`config.mk`:
```
export PLATFORM = sky130hd
export DESIGN_NAME = round_robin_arbiter
export DESIGN_NICKNAME = d
export VERILOG_FILES = /design/src/rtl/round_robin_arbiter.sv
export SDC_FILE = /design/constraint.sdc
export NUM_CORES = 1
export LEC_CHECK = 0
export CAP_MARGIN = 10
export CORE_UTILIZATION = 35
export DETAILED_ROUTE_END_ITERATION = 10
export DONT_BUFFER_PORTS = 1
export GPL_TIMING_DRIVEN = 0
export PLACE_DENSITY = 0.58
export SYNTH_ARGS = -nofsm -noshare
export SYNTH_HDL_FRONTEND = slang
export SYNTH_SLANG_ARGS = --single-unit
```
`constraint.sdc`:
```
create_clock -name CLK -period 4.17 [get_ports CLK]
set_input_delay 0.417 -clock CLK [delete_from_list [all_inputs] [get_ports CLK]]
set_output_delay 0.417 -clock CLK [all_outputs]
set_load 0.05 [all_outputs]
```
`src/rtl/round_robin_arbiter.sv`:
```
// Round-robin arbiter: rotates one grant among N requesters using a masked
// lowest-set-bit pick, holds it until DONE, request drop or the hold limit.
module round_robin_arbiter #(
  parameter int N        = 8,
  parameter int IDW      = 3,
  parameter int MAX_HOLD = 0
) (
  input  logic           CLK,
  input  logic           RESETN,
  input  logic [N-1:0]   REQ,
  input  logic           DONE,
  output logic [N-1:0]   GNT,
  output logic           GNT_VALID,
  output logic [IDW-1:0] GNT_ID,
  output logic           GNT_EXPIRED
);

  localparam int HW = (MAX_HOLD > 0) ? $clog2(MAX_HOLD + 1) : 1;

  typedef enum logic {IDLE, GRANT} state_t;

  state_t          state, state_nxt;
  logic [IDW-1:0]  last, last_nxt;
  logic [HW-1:0]   hold_cnt, hold_cnt_nxt;
  logic [N-1:0]    gnt_nxt;
  logic [IDW-1:0]  gnt_id_nxt;
  logic            expired_nxt;

  logic [N-1:0]    mask;
  logic [N-1:0]    pick;
  logic            limit_hit;
  logic            holder_req;

  function automatic logic [N-1:0] lowbit(input logic [N-1:0] v);
    return v & ~(v - N'(1));
  endfunction

  function automatic logic [IDW-1:0] onehot_index(input logic [N-1:0] v);
    logic [IDW-1:0] idx;
    idx = '0;
    for (int i = 0; i < N; i++)
      if (v[i]) idx = idx | IDW'(i);
    return idx;
  endfunction

  // Requesters strictly above the previous winner get first pick; if none, wrap to the raw vector.
  always_comb begin
    mask = '0;
    for (int i = 0; i < N; i++)
      mask[i] = (IDW'(i) > last);
    pick = ((REQ & mask) != '0) ? lowbit(REQ & mask) : lowbit(REQ);
  end

  assign limit_hit  = (MAX_HOLD != 0) && (hold_cnt == HW'(MAX_HOLD));
  assign holder_req = REQ[GNT_ID];

  always_comb begin
    state_nxt    = state;
    gnt_nxt      = GNT;
    gnt_id_nxt   = GNT_ID;
    last_nxt     = last;
    hold_cnt_nxt = hold_cnt;
    expired_nxt  = 1'b0;
    case (state)
      IDLE: begin
        if (|REQ) begin
          gnt_nxt      = pick;
          gnt_id_nxt   = onehot_index(pick);
          hold_cnt_nxt = HW'(1);
          state_nxt    = GRANT;
        end
      end
      GRANT: begin
        if (DONE || !holder_req || limit_hit) begin
          // Expiry is reported only when the hold limit was the sole cause.
          expired_nxt  = limit_hit && !DONE && holder_req;
          gnt_nxt      = '0;
          gnt_id_nxt   = '0;
          last_nxt     = GNT_ID;
          hold_cnt_nxt = '0;
          state_nxt    = IDLE;
        end else if (MAX_HOLD != 0 && hold_cnt != HW'(MAX_HOLD)) begin
          hold_cnt_nxt = hold_cnt + HW'(1);
        end
      end
      default: state_nxt = IDLE;
    endcase
  end

  always_ff @(posedge CLK) begin
    if (!RESETN) begin
      state       <= IDLE;
      GNT         <= '0;
      GNT_VALID   <= 1'b0;
      GNT_ID      <= '0;
      GNT_EXPIRED <= 1'b0;
      last        <= IDW'(N - 1);
      hold_cnt    <= '0;
    end else begin
      state       <= state_nxt;
      GNT         <= gnt_nxt;
      GNT_VALID   <= |gnt_nxt;
      GNT_ID      <= gnt_id_nxt;
      GNT_EXPIRED <= expired_nxt;
      last        <= last_nxt;
      hold_cnt    <= hold_cnt_nxt;
    end
  end

endmodule

```
==> results of run 1 <==
==> worst paths after layout <==
kind              from   endpoint  slack [ns]
max reg2reg  GNT_ID[0]  GNT_VALID        1.32
min             RESETN    last[0]        0.18
min reg2reg      state      state        0.65
max          GNT_ID[0]  GNT_VALID        1.32
==> cell families after synthesis <==
kind of cell    Yosys count  synth area share [%]
compound gates           41                  26.3
simple gates             60                  29.0
mux                       7                  9.87
flops                    16                  29.4
buf+inv                  12                  5.05
other cells               1                 0.344
==> power breakdown <==
group,switching (mW),internal [mW]
Combinational,0.0726,0.0535
Sequential,0.0510,0.168
Clock,0.0496,0.0532
==> stage by stage <==
stage,instance area [sq um],std cells
5_1_grt,1160,172
2_1_floorplan,1090,137
3_3_place_gp,1130,168
6_report,1160,172
3_5_place_dp,1130,168
4_1_cts,1160,172
==> per-layer routing <==
metal	wire [microns]	share of wire (%)
met4	12	0.41
met2	1340	46
met1	1250	43
met5	0	0
met3	298	10
==> synthesized netlist by cell type (2+ instances only) <==
cell type / number
nor4_1: 2
mux2i_1: 4
a311oi_1: 3
clkbuf_1: 4
nor2_1: 19
dfxtp_1: 16
nor2b_1: 3
a21oi_1: 14
and2b_2: 2
mux4_1: 2
a21o_2: 2
nor3_1: 4
inv_1: 5
nand2_1: 9
or3_1: 2
or2_2: 2
and3_1: 3
nand2b_1: 3
nand3_1: 2
nand4_1: 2
nor3b_1: 2
a32oi_1: 3
o21ba_2: 2
o21ai_0: 6
==> sequential cells by signal (all words and copies together) (netlist names) <==
| name | flops |
|---|---|
| GNT | 8 |
| last | 3 |
| state | 1 |
| GNT_VALID | 1 |
| GNT_ID | 3 |
==> cell type report <==
cell class	instances	share of cell area [%]
flip-flops and latches	16	27.5
plain buffers	7	3.11
inverters	5	1.61
clock buffers	4	3.11
multi-input cells	109	61.3
well taps	31	3.33
==> critical path, delay by kind of cell, from the launching register on <==
family          cells  cell delay [ns]
mux                 2             0.97
compound gates      4             0.98
flops               1             0.77
==> summary.md, run 1 <==
| Metric | Value |
|---|---|
| Status | `finished with violations` |
| Violated checks | `DRC` |
| RSZ-0062 raised after global routing | `false` |
| Post-synth EDFFs | `0` |
| Reg clk slew, reported paths | `around 0.09 ns` |
| CTS resizes | `0` |
| Die height | `57.8 microns` |
| Worst endpoint required time | `~4.3 ns` |
| DIE WIDTH | `~58 microns` |
| Syn nets | `around 150` |
| Startpoint Class | `register` |
| Wire length of the first global-routing pass | `around 4800 microns` |
| Initial Utilization | `about two fifths` |
| Dpl ws | `about 1.3 ns` |
| Least-Margin Pin Slew | `roughly 0.67 ns` |
| Final Hold Fails | `0` |
| Static leakage | `between 0.4 and 0.5 nW` |
| Period minus WS final | `2.85 ns` |
| Busiest grt layer | `met2` |
| Final Power | `448 uW` |
| GR met3 Demand/Resource | `between 7 and 8%` |
| CTS H-Tree Depth | `1` |
| Hold path depth | `1` |
| Leading cell type in the layout, fill and taps excluded | `nor2_1` |
| Yosys cell types | `45` |
| CTS tree | `done` |
| Setup TNS | `0 ns` |
| Yosys warns | `0` |
| Gr usage total | `between 10% and 20%` |
| Largest net degree at the start of global routing | `11` |
| Area Growth Syn to Fin | `6.89%` |
| Yosys reg bits | `16` |
| Worst Hold Class | `in2reg` |
| Maximum vdd drop | `between 0.2 and 0.25 mV` |
| FF/Latch Area | `between 300 and 400 sq um` |
| Met1 usage | `22.7%` |
| Reg2reg path depth | `6` |
| Final nets | `153` |
| CP peak stage delay | `between 0.7 and 0.8 ns` |
| Share of cells above drive strength 1 | `a little under an eighth` |
| Post-CTS Hold Fix Bufs | `0` |
| Clock Path Buffers | `2` |
| Slowest CP cell | `dfxtp_1` |
| Synthesized area | `roughly 1100 sq um` |
| # setup viols final | `0` |
| Sequential share of the synthesized area | `between 20 and 30%` |
| Mean Syn Cell Area | `roughly 8.0 sq um` |
| Rel. slew slack | `between 50% and 60%` |
| Maximum clock rate | `between 0.3 and 0.4 GHz` |
| Antenna violations before repair | `0` |
| Maxcap violations | `0` |
| Rows | `19` |
| DRT Pass-1 Iters | `7` |
| Final wirelength | `between 2000 and 3000 microns` |
| Post-CTS Setup Inserts | `0` |
| Worst-Skew Late Latency | `0.29 ns` |
| Finished Core Util | `between 40 and 50%` |
| Hpwl dp | `roughly 2200 microns` |
| DIE AREA | `~3300 sq um` |
| Ports | `24` |
| Yosys top cell area share | `29.4%` |
| Power per cell area | `385 nW/um^2` |
| Ys async rst share | `0%` |
| Top cells by area, synth | `dfxtp_1, nor2_1, a21oi_1` |
| Drt drc | `3` |
| Most frequent cells in the layout | `nor2_1, dfxtp_1, a21oi_1` |
| Vias per cell | `roughly 6.2` |
| Std-Cell Core Area | `between 2000 and 3000 sq um` |
| Wire per inst | `approximately 17 microns` |
| Cells after Synth | `roughly 140` |
| Period utilisation layout | `about 70%` |
| CTS Sinks | `16` |
| Filler cells | `approximately 300` |
| Total CTS buffers | `3` |
| Met2 usage | `around a third` |
| Worst Skew | `between 0.004 and 0.005 ns` |
| Arr. time, crit path | `roughly 3.0 ns` |
| ANT cells | `0` |
| Area leader, netlist | `dfxtp_1` |
| Worst Path Max Fanout | `6` |
| GP Congestion | `about 0.9` |
| Root buf cell | `clkbuf_4` |
| Area of the multi-input gates | `around 710 sq um` |
| Vias | `1074` |
| Number of DRC markers in iteration 0 | `30` |
| IO buf count | `0` |
| Hold WS | `around 0.18 ns` |
| Final setup margin | `~1.3 ns` |
| Crit path kind | `reg2reg` |
| Vias in the first global route | `between 1k and 1.5k` |
| Antenna-violating nets left | `0` |
| Pins Over Slew Limit | `0` |
| Top_reg_cell synth | `dfxtp_1` |
| Endpoint type of the worst setup path | `register` |
| Crit-path cells | `mux4_1 > a22o_1 > mux2_4 > o41a_1 > a2111oi_1 > a41oi_1` |
| Total grt overflow | `0` |
(Power assumes the default switching activity.)
==> run 2, diff against run 1 <==
PLACE_DENSITY = 0.6   (was 0.58)
clock period = 2.6 ns   (was 4.17 ns; I/O delays follow)
==> summary.md, run 2 (same netlist as run 1, synthesis figures left out) <==
| Metric | Value |
|---|---|
| Post-CTS Hold Fix Bufs | `0` |
| Wire per inst | `around 17 microns` |
| Worst-Skew Late Latency | `roughly 0.30 ns` |
| Total CTS buffers | `3` |
| Slowest CP cell | `mux4_1` |
| Root buf cell | `clkbuf_4` |
| DIE WIDTH | `approximately 58 microns` |
| Worst endpoint required time | `2.77 ns` |
| IO buf count | `0` |
| Reg clk slew, reported paths | `roughly 0.10 ns` |
| Number of DRC markers in iteration 0 | `47` |
| Number of flip-flops under the largest register name | `8` |
| DIE AREA | `3340 sq um` |
| Hpwl dp | `between 2000 and 2500 microns` |
| Largest net degree at the start of global routing | `11` |
| Most frequent cells in the layout | `nor2_1, dfxtp_1, a21oi_1` |
| Setup TNS | `0 ns` |
| CTS tree | `done` |
| Filler cells | `around 290` |
| Family with the most delay on the worst path | `compound AO/OA/AOI/OAI gates` |
| Fin area | `around 1200 sq um` |
| Drt drc | `4` |
| Leading cell type in the layout, fill and taps excluded | `nor2_1` |
| Final nets | `between 150 and 200` |
| Clock Path Buffers | `2` |
| Area Growth Syn to Fin | `7.81%` |
| CTS H-Tree Depth | `1` |
| Period utilisation layout | `94.7%` |
| Maximum clock rate | `approximately 0.4 GHz` |
| CTS Sinks | `16` |
| Final Power | `~730 uW` |
| Startpoint Class | `register` |
| Initial Utilization | `between 30% and 40%` |
| Ports | `24` |
| Largest registers | `GNT x8, GNT_ID x3, last x3` |
| GP Congestion | `a little over 0.9` |
| Period minus WS final | `approximately 2.5 ns` |
| DRT Pass-1 Iters | `7` |
| Static leakage | `0.460 nW` |
| Hold WS | `just under 0.01 ns` |
| Antenna-violating nets left | `0` |
| Crit path kind | `reg2reg` |
| FF/Latch Area | `roughly 330 sq um` |
| Rel. slew slack | `approximately three fifths` |
| Register with the most flip-flops | `GNT` |
| Final wirelength | `around 2900 microns` |
| Rows | `19` |
| Final Hold Fails | `0` |
| ANT cells | `0` |
| Worst Skew | `0.00924 ns` |
| Total grt overflow | `0` |
| Cell depth of the worst setup path | `6` |
| Status | `finished with violations` |
| Violated checks | `DRC` |
| Vias per cell | `about 6.2` |
| RSZ-0062 raised after global routing | `false` |
| # setup viols final | `0` |
| Vias | `about 1.1k` |
| Reg2reg path depth | `6` |
| Maxcap violations | `0` |
| Number of buffers and inverters on the critical path | `0` |
| Std-Cell Core Area | `about 2900 sq um` |
| Arr. time, crit path | `between 2 and 3 ns` |
| Worst Hold Class | `in2reg` |
| Hold path depth | `1` |
| Share of cells above drive strength 1 | `~13%` |
| Antenna violations before repair | `0` |
| Gr usage total | `about a fifth` |
| Pins Over Slew Limit | `0` |
| Placed cell areas | `about 1100 sq um` |
| Worst Path Max Fanout | `6` |
| Least-Margin Pin Slew | `0.599 ns` |
| Wire length of the first global-routing pass | `between 4000 and 5000 microns` |
| Maximum vdd drop | `0.394 mV` |
| Die height | `between 50 and 60 microns` |
| Power per cell area | `slightly above 600 nW/um^2` |
| Area of the multi-input gates | `approximately 720 sq um` |
| Crit-path cells | `mux4_1 > a22o_1 > mux2_4 > o41a_1 > a2111oi_2 > a41oi_1` |
| Post-CTS Setup Inserts | `0` |
| CP peak stage delay | `between 0.5 and 0.6 ns` |
| Finished Core Util | `between 40 and 50%` |
| Endpoint type of the worst setup path | `register` |
| Vias in the first global route | `approximately 1.0k` |
run 2: cell counts in the layout (fill, tap and decap cells not counted):
Identical to the previous run, type by type.
run 2: final cells by class:
cell class / instances / share of cell area [%]
Multi-Input combinational cell: 109 / 61.2
Buffer: 7 / 3.09
Tap cell: 31 / 3.30
Sequential cell: 16 / 27.7
Clock buffer: 4 / 3.09
Inverter: 5 / 1.60
run 2: final timing paths:
path              startpoint   endpoint  slack, ns
setup / recovery   GNT_ID[0]  GNT_VALID       0.14
hold / removal        RESETN    last[2]       0.01
setup reg to reg   GNT_ID[0]  GNT_VALID       0.14
hold reg to reg        state      state       0.66
run 2: through the flow:
stage / std cells / setup WS, ns
finish: 172 / 0.139
global route: 172 / 0.0330
CTS: 172 / 0.0519
detailed placement: 168 / -0.252
global placement: 168 / -0.279
floorplan: 137 / 0.0242
run 2: what timing repair did:
item | 4_1_cts | 5_1_grt
cloned | 0 | 0
endpoints found under the setup margin | 1 | 1
resized for setup | 3 | 1
run 2: worst reg2reg max path, stage by stage, from the launching register on:
cell and delay (ns):
dfxtp_4 0.48, mux4_1 0.58, a22o_1 0.30, mux2_4 0.33, o41a_1 0.13, a2111oi_2 0.35, a41oi_1 0.15
run 2: power breakdown:
part / leakage [nW] / internal [mW] / switching, mW
clock: 0.0210 / 0.0856 / 0.0845
sequential: 0.133 / 0.271 / 0.0816
combinational: 0.306 / 0.0878 / 0.118
run 2: routing by layer:
layer	share of wire, %	vias up	track usage (%)
met1	44	494	24.4
li1	-	520	-
met3	12	7	8.04
met2	42	50	28.9
met5	0	-	0
met4	1.6	0	6.12
